==> config.mk <==
export PLATFORM = sky130hd
export DESIGN_NAME = ga20_sample_fetch
export DESIGN_NICKNAME = d
export VERILOG_FILES = /design/src/rtl/ga20_sample_fetch.sv
export SDC_FILE = /design/constraint.sdc
export NUM_CORES = 1
export LEC_CHECK = 0
export ABC_AREA = 1
export CAP_MARGIN = 20
export CORE_UTILIZATION = 61
export DETAILED_ROUTE_END_ITERATION = 16
export GPL_TIMING_DRIVEN = 0
export PLACE_DENSITY = 0.9
export SLEW_MARGIN = 0
export SYNTH_ARGS = -nofsm -noshare
export SYNTH_HDL_FRONTEND = slang
export SYNTH_SLANG_ARGS = --single-unit
==> constraint.sdc <==
create_clock -name clk -period 3.5 [get_ports clk]
set_clock_uncertainty 0.15 [all_clocks]
set_input_delay 0.875 -clock clk [delete_from_list [all_inputs] [get_ports clk]]
set_output_delay 0.875 -clock clk [all_outputs]
set_load 0.01 [all_outputs]
==> src/rtl/ga20_sample_fetch.sv <==
// GA20 sample fetch: line-buffered byte reads from the 16-bit sound ROM,
// with a low-priority uncached aux port sharing the same memory port.
module ga20_sample_fetch #(
    parameter int LINES  = 4,
    parameter int ADDR_W = 20
) (
    input  logic              clk,
    input  logic              reset_n,
    input  logic              sample_rd,
    input  logic [ADDR_W-1:0] sample_addr,
    output logic              sample_valid,
    output logic [7:0]        sample_din,
    input  logic              aux_rd,
    input  logic [ADDR_W-1:0] aux_addr,
    output logic              aux_valid,
    output logic [7:0]        aux_data,
    input  logic              inval,
    output logic              mem_rd,
    output logic [ADDR_W-2:0] mem_addr,
    input  logic              mem_ready,
    input  logic [15:0]       mem_data
);
    localparam int IW = $clog2(LINES);
    localparam int TW = ADDR_W - 3;

    typedef enum logic [2:0] {
        IDLE, LOOKUP, FILL_REQ, FILL_WAIT, AUX_REQ, AUX_WAIT
    } state_t;

    state_t            state;
    logic [TW-1:0]     tags [LINES];
    logic [7:0]        data [LINES][8];
    logic [LINES-1:0]  valid;
    logic [IW-1:0]     rptr;
    logic [IW-1:0]     victim;
    logic [IW-1:0]     hit_idx;
    logic [1:0]        fidx;
    logic              ga_pend;
    logic              aux_pend;
    logic              inval_seen;
    logic              aux_sel;
    logic              hit;
    logic [ADDR_W-1:0] ga_addr;
    logic [ADDR_W-1:0] aux_addr_q;
    logic [TW-1:0]     ga_tag;

    assign ga_tag = ga_addr[ADDR_W-1:3];

    always_comb begin
        hit     = 1'b0;
        hit_idx = '0;
        for (int i = 0; i < LINES; i++) begin
            if (valid[i] && tags[i] == ga_tag) begin
                hit     = 1'b1;
                hit_idx = IW'(i);
            end
        end
    end

    always_ff @(posedge clk or negedge reset_n) begin
        if (!reset_n) begin
            state        <= IDLE;
            valid        <= '0;
            rptr         <= '0;
            victim       <= '0;
            fidx         <= '0;
            ga_pend      <= 1'b0;
            aux_pend     <= 1'b0;
            inval_seen   <= 1'b0;
            aux_sel      <= 1'b0;
            ga_addr      <= '0;
            aux_addr_q   <= '0;
            sample_valid <= 1'b0;
            sample_din   <= '0;
            aux_valid    <= 1'b0;
            aux_data     <= '0;
            mem_rd       <= 1'b0;
            mem_addr     <= '0;
            for (int i = 0; i < LINES; i++) tags[i] <= '0;
        end else begin
            mem_rd    <= 1'b0;
            aux_valid <= 1'b0;
            unique case (state)
                IDLE: begin
                    if (ga_pend || sample_rd) state <= LOOKUP;
                    else if (aux_pend)        state <= AUX_REQ;
                end
                LOOKUP: begin
                    if (hit) begin
                        sample_din   <= data[hit_idx][ga_addr[2:0]];
                        sample_valid <= 1'b1;
                        ga_pend      <= 1'b0;
                        state        <= IDLE;
                    end else begin
                        victim       <= rptr;
                        valid[rptr]  <= 1'b0;
                        tags[rptr]   <= ga_tag;
                        fidx         <= '0;
                        inval_seen   <= 1'b0;
                        state        <= FILL_REQ;
                    end
                end
                FILL_REQ: begin
                    mem_rd   <= 1'b1;
                    mem_addr <= {tags[victim], fidx};
                    state    <= FILL_WAIT;
                end
                FILL_WAIT: begin
                    if (mem_ready) begin
                        if (fidx == 2'd3) begin
                            if (!inval_seen) valid[victim] <= 1'b1;
                            rptr  <= rptr + 1'b1;
                            state <= LOOKUP;
                        end else begin
                            fidx  <= fidx + 2'd1;
                            state <= FILL_REQ;
                        end
                    end
                end
                AUX_REQ: begin
                    mem_rd   <= 1'b1;
                    mem_addr <= aux_addr_q[ADDR_W-1:1];
                    aux_sel  <= aux_addr_q[0];
                    state    <= AUX_WAIT;
                end
                AUX_WAIT: begin
                    if (mem_ready) begin
                        aux_data  <= aux_sel ? mem_data[15:8] : mem_data[7:0];
                        aux_valid <= 1'b1;
                        aux_pend  <= 1'b0;
                        state     <= IDLE;
                    end
                end
                default: state <= IDLE;
            endcase

            // an invalidate during a fill must keep that line from going valid
            if (inval && (state == FILL_REQ || state == FILL_WAIT))
                inval_seen <= 1'b1;
            if (inval) valid <= '0;

            if (sample_rd) begin
                ga_pend      <= 1'b1;
                ga_addr      <= sample_addr;
                sample_valid <= 1'b0;
            end
            if (aux_rd) begin
                aux_pend   <= 1'b1;
                aux_addr_q <= aux_addr;
            end
        end
    end

    always_ff @(posedge clk) begin
        if (state == FILL_WAIT && mem_ready) begin
            data[victim][{fidx, 1'b0}] <= mem_data[7:0];
            data[victim][{fidx, 1'b1}] <= mem_data[15:8];
        end
    end

endmodule
==> Word level (Yosys, flattened, before mapping) <==
Memories as Yosys holds them, arrays and structs flattened.
Index checks and enable logic that the tools add are counted.
W data, S select, Z words.
{ "word_totals": {"ramBits": 256, "memories": 1, "input_bits": 62, "ff_bits": 163, "output_inout_bits": 38, "wordCells": 287} }
{ "classes": {"eq_ne": 20, "reduce_logical": 33, "order_cmp": 12, "add_sub_neg": 2, "muxes": 125, "n_bitwise": 73} }
{ "mem_list": {"columns": ["name", "depth", "word_bits", "read_ports", "rd_clocked_by_memory_dff", "write_ports", "line", "source"], "rows": [
  ["data", 4, 64, 1, 0, 1, "32", "logic [7:0] data [LINES][8];"]
]} }
{ "op_table": {"columns": ["op", "n"], "rows": [
  ["$mux W64", 2],
  ["$mux W1", 87],
  ["$bwmux W68", 1],
  ["$eq A17 B17 Y1", 4],
  ["$or A1 B1 Y1", 64],
  ["$mux W17", 3],
  ["$demux W8 S3", 2],
  ["$mux W8", 5],
  ["$pmux W19 S2", 1],
  ["$bmux W17 S2", 1],
  ["$demux W17 S2", 1],
  ["$bmux W8 S3", 1],
  ["$mux W4", 5],
  ["$pmux W3 S6", 1],
  ["$ne A3 B3 Y1 const B", 5],
  ["$mux W2", 7],
  ["$reduce_bool A2 Y1", 7],
  ["$ge A4 B4 Y1 const B", 3],
  ["$mux W3", 4],
  ["$not A3 Y4", 3],
  ["$reduce_and A2 Y1", 6],
  ["$logic_and A1 B1 Y1", 11],
  ["$lt A4 B1 Y1 const B", 2],
  ["$ne A2 B2 Y1 const B", 4],
  ["other kinds (25)", 35]
]} }

==> Logic depth before layout (Yosys ltp) <==
Gate-level depths: netlist (run 1).
{ "logic_depth": {"depth_word": 10, "mapped_depth": 22} }

==> Worst setup path after synthesis (run 1) <==
No wires, ideal clock.
{ "synth_path": {"kind": "reg-to-reg", "startpoint": "reg state[2]", "endpoint": "mem data[0][0] in the netlist's numbering (enable)", "path_slack_ps": 694, "path_stages_with_launch": 9, "setup_ps": 388, "synth_period_minus_slack_ps": 2806, "arrival_time_ps": 2268, "required_time_ps": 2962, "path_cell_list": "dfrtp_1 -> inv_1 -> nand2_1 -> nor2_1 -> inv_1 -> nor2_1 -> nand2_1 -> clkbuf_1 -> nor2_1"} }
{ "synth_between": {"elab_chain_len": 5} }
{ "synth_lines": {"columns": ["element", "line", "source"], "rows": [
  ["start, declared", "30", "state_t state;"],
  ["start signal, assigned", "62", "state <= IDLE;"],
  ["start signal, assigned", "85", "if (ga_pend || sample_rd) state <= LOOKUP;"],
  ["start signal, assigned", "86", "else if (aux_pend) state <= AUX_REQ;"],
  ["$eq A3 B2 Y1 (*)", "155", "if (state == FILL_WAIT && mem_ready) begin"],
  ["$logic_and A1 B1 Y1 (*)", "155", null],
  ["$mux W1 (*)", "155", null],
  ["$mux W64 (on tied branches)", "156, 157", null],
  ["$or A1 B1 Y1 (no source line) (*)", null, null],
  ["end, declared", "32", null]
]} }
Every way passes the cells marked *; elsewhere a longest branch is shown, timed or not.

==> Worst setup path after layout (run 1) <==
{ "layout_path": {"startpoint": "reg victim[1]", "endpoint": "mem data[2][33] in the netlist's numbering (enable)"} }
{ "layout_lines": {"columns": ["element", "line", "source"], "rows": [
  ["start, declared", "35", "logic [IW-1:0] victim;"],
  ["start signal, assigned", "95", "victim <= rptr;"]
]} }
Straight into the memory's write port.

==> out/qor.csv, run 1 <==
metric,value,unit
status,completed,
grt_max_degree,123,
worstMarginPinSlew,1200,ps
coreArea,31900,µm²
routedWlPerCell,21.9,µm
place_area,21700,µm²
nNetsFinal,2455,
cts_tree,done,
finalCritPeriodShare,98.7,%
maxCapViolations,0,
r2r-end,data[2][33]$_DFFE_PP_,
area_growth_syn_to_layout,16.3,%
drive_above_1_share,8.77,%
crit_family,simple AND/OR/NAND/NOR gates,
rsz0062_at_grt,no,
leakage,10.3,nW
critPathCaptureType,flip-flop,
path_class,flip-flop to flip-flop,
setup_viol,0,
viasPerCell,5.94,
globalplace.congestion,1.03,
crit_path_top_delay_cell,nor2_2,
clockBufferDepth,3,
yosys-top-cells-area,"edfxtp_1 (38%), dfrtp_1 (20%), nand2_1 (12%)",
yosys.area.top_type_share,38.4,%
cp-start-kind,flip-flop,
yosys.area.top_type,edfxtp_1,
cts.sinks,419,
multi_input_area,6620,µm²
postLayoutCoreUtil,73.0,%
cp_max_fo,16,
synth_seq_cells,419,
syn_area,20000,µm²
path_common_cell,inv_1,
antenna_found_initial,0,
antenna_cells,0,
r2r_start,victim[1]$_DFFE_PN0P_,
synthCells,2221,
syn_area_per_cell,9.01,µm²
p_per_area,614,nW/µm²
grt-ovfl-total,0,
async_reset_ff_share,38.9,%
regArea,11800,µm²
synth_most_common_cell,nand2_1,
drc,0,
port_buffers,98,
cts-buffers-inserted,43,
io_pins,100,
final.min_clock_period,3460,ps
path_buf_inv,3,
ant_nets,0,
num_vias,16900,
max_freq,289,MHz
yosysWarnings,0,
holdBufCountCts,0,
worstPathRequired,3520,ps
die_h,183,µm
cp_data_arrival_time,3470,ps
drt_iter0_drc,2279,
synth_edf_count,256,
synthTopCellsByCount,"nand2_1 (648), inv_1 (277), edfxtp_1 (256)",
cts.clk_slew.worst_paths,60,ps
max_stage_delay,980,ps
fin_area,23300,µm²
gr-usage-all-layers,38.1,%
cts.htree.levels,2,
fillers,2246,
hold_viol,0,
ir_drop,442,µV
die_width,183,µm
synth_nets,2291,
slew_viol_final,0,
hold_path.class,input pin to asynchronous set/reset pin,
crit_chain,inv_1 -> nor2_1 -> inv_1 -> clkbuf_1 -> nor2_2,
slew_headroom,20.0,%
r2r_setup_slack,40,ps
start_util,62.8,%
dieArea,33500,µm²
synthFlopType,edfxtp_1,
firstDrtPassIters,6,
clk_latency,560,ps
yosysSeqAreaShare,58.8,%
routed_wirelength,62400,µm
rows,65,
grt_pass1_wl,95200,µm
reg2reg_depth,5,
dp_hpwl,43400,µm
synthDistinctLibCells,44,
grt_pass1_vias,16800,
root_buffer,clkbuf_16,
cells in the final DEF, fill, tap and decap left out, types with 43 or more instances in the layout:
master	synthesis	final
dfrtp_1	163	162
o21ai_0	178	178
nand3_1	127	125
nand3b_1	60	60
nor2_1	130	120
clkdlybuf4s50_1	0	97
a21oi_1	46	46
inv_1	277	277
clkbuf_1	62	68
edfxtp_1	256	256
clkbuf_16	0	43
nand2_1	648	646
metal layers:
layer | vias up | routed length (µm) | GRT usage, %
met5 | - | 0 | 0
met4 | 0 | 4290 | 24.6
met3 | 271 | 7150 | 8.26
met2 | 1228 | 29100 | 61.8
met1 | 7870 | 21800 | 46.5
li1 | 7567 | - | -
how the worst max path moves through the flow:
stage                                      from                   endpoint  slack [ps]  cells after the start
after floorplan            state[2]$_DFFE_PN0P_       data[0][0]$_DFFE_PP_         690                      8
after global placement                  reset_n  sample_din[4]$_DFFE_PN0P_       -5320                      1
after detailed placement              mem_ready       data[0][8]$_DFFE_PP_        -180                      7
after CTS                  state[2]$_DFFE_PN0P_       data[1][9]$_DFFE_PP_          60                      9
after global routing      victim[1]$_DFFE_PN0P_      data[2][49]$_DFFE_PP_          20                      5
final                     victim[1]$_DFFE_PN0P_      data[2][33]$_DFFE_PP_          40                      5
cells by family after synthesis:
family          after synthesis  share of synthesized area (%)
xor+xnor                     18                          0.825
buf+inv                     409                           8.34
simple gates               1031                           22.4
flops                       419                           58.8
fa+ha+maj                     8                          0.500
compound gates              336                           9.17
sequential cells by signal, summed over array words and instances, names as in the netlist, 2 cells and up:
name,count
sample_din,8
fidx,2
aux_addr_q,20
victim,2
tags,68
mem_addr,19
valid,4
aux_data,8
rptr,2
state,3
data,256
ga_addr,20
worst reg2reg max path: cells and delay by family (launching register included):
family / cells / cell delay [ps]
buf+inv: 3 / 910
simple gates: 2 / 1610
flops: 1 / 400
stage by stage:
| step | setup TNS, ps | power, W | worst slack [ps] | std cells | hold slack [ps] |
|---|---|---|---|---|---|
| floorplan | 0 | 0.00822 | 694 | 2221 | 292 |
| global placement | -942930 | 0.00955 | -5320 | 2754 | 308 |
| detailed placement | -3680 | 0.00967 | -178 | 2769 | 312 |
| CTS | 0 | 0.0142 | 59.2 | 2846 | 53.3 |
| global route | 0 | 0.0148 | 15.2 | 2852 | 60.7 |
| finish | 0 | 0.0143 | 44.8 | 2852 | 44.6 |
power by group:
part	internal, W	switching, W
registers	0.00588	0.000401
clock network	0.00258	0.00199
logic	0.00115	0.00229
total	0.00961	0.00468
cell type report:
| cell class | instances | area share (%) |
|---|---|---|
| repair buffers | 119 | 5.57 |
| clock inverters | 19 | 0.784 |
| inverters | 300 | 4.84 |
| plain buffers | 109 | 2.35 |
| multi-input cells | 1393 | 28.4 |
| clock buffers | 58 | 5.16 |
| well taps | 435 | 2.34 |
| flip-flops and latches | 419 | 50.5 |
repair_timing:
action / 4_1_cts / 5_1_grt
setup endpoints to repair: 10 / 195
gates resized for setup: 2 / 12
buffers inserted: 0 / 0
Power figures use the tool's default switching activity.
==> run 2, diff against run 1 <==
--- a/config.mk
+++ b/config.mk
@@ -8,6 +8,7 @@
 export ABC_AREA = 1
 export CAP_MARGIN = 20
 export CORE_UTILIZATION = 61
+export CTS_CLUSTER_DIAMETER = 80
 export DETAILED_ROUTE_END_ITERATION = 16
 export GPL_TIMING_DRIVEN = 0
 export PLACE_DENSITY = 0.9
==> results of run 2 <==
The final DEF is identical to that of run 1; final timing and power are the same.
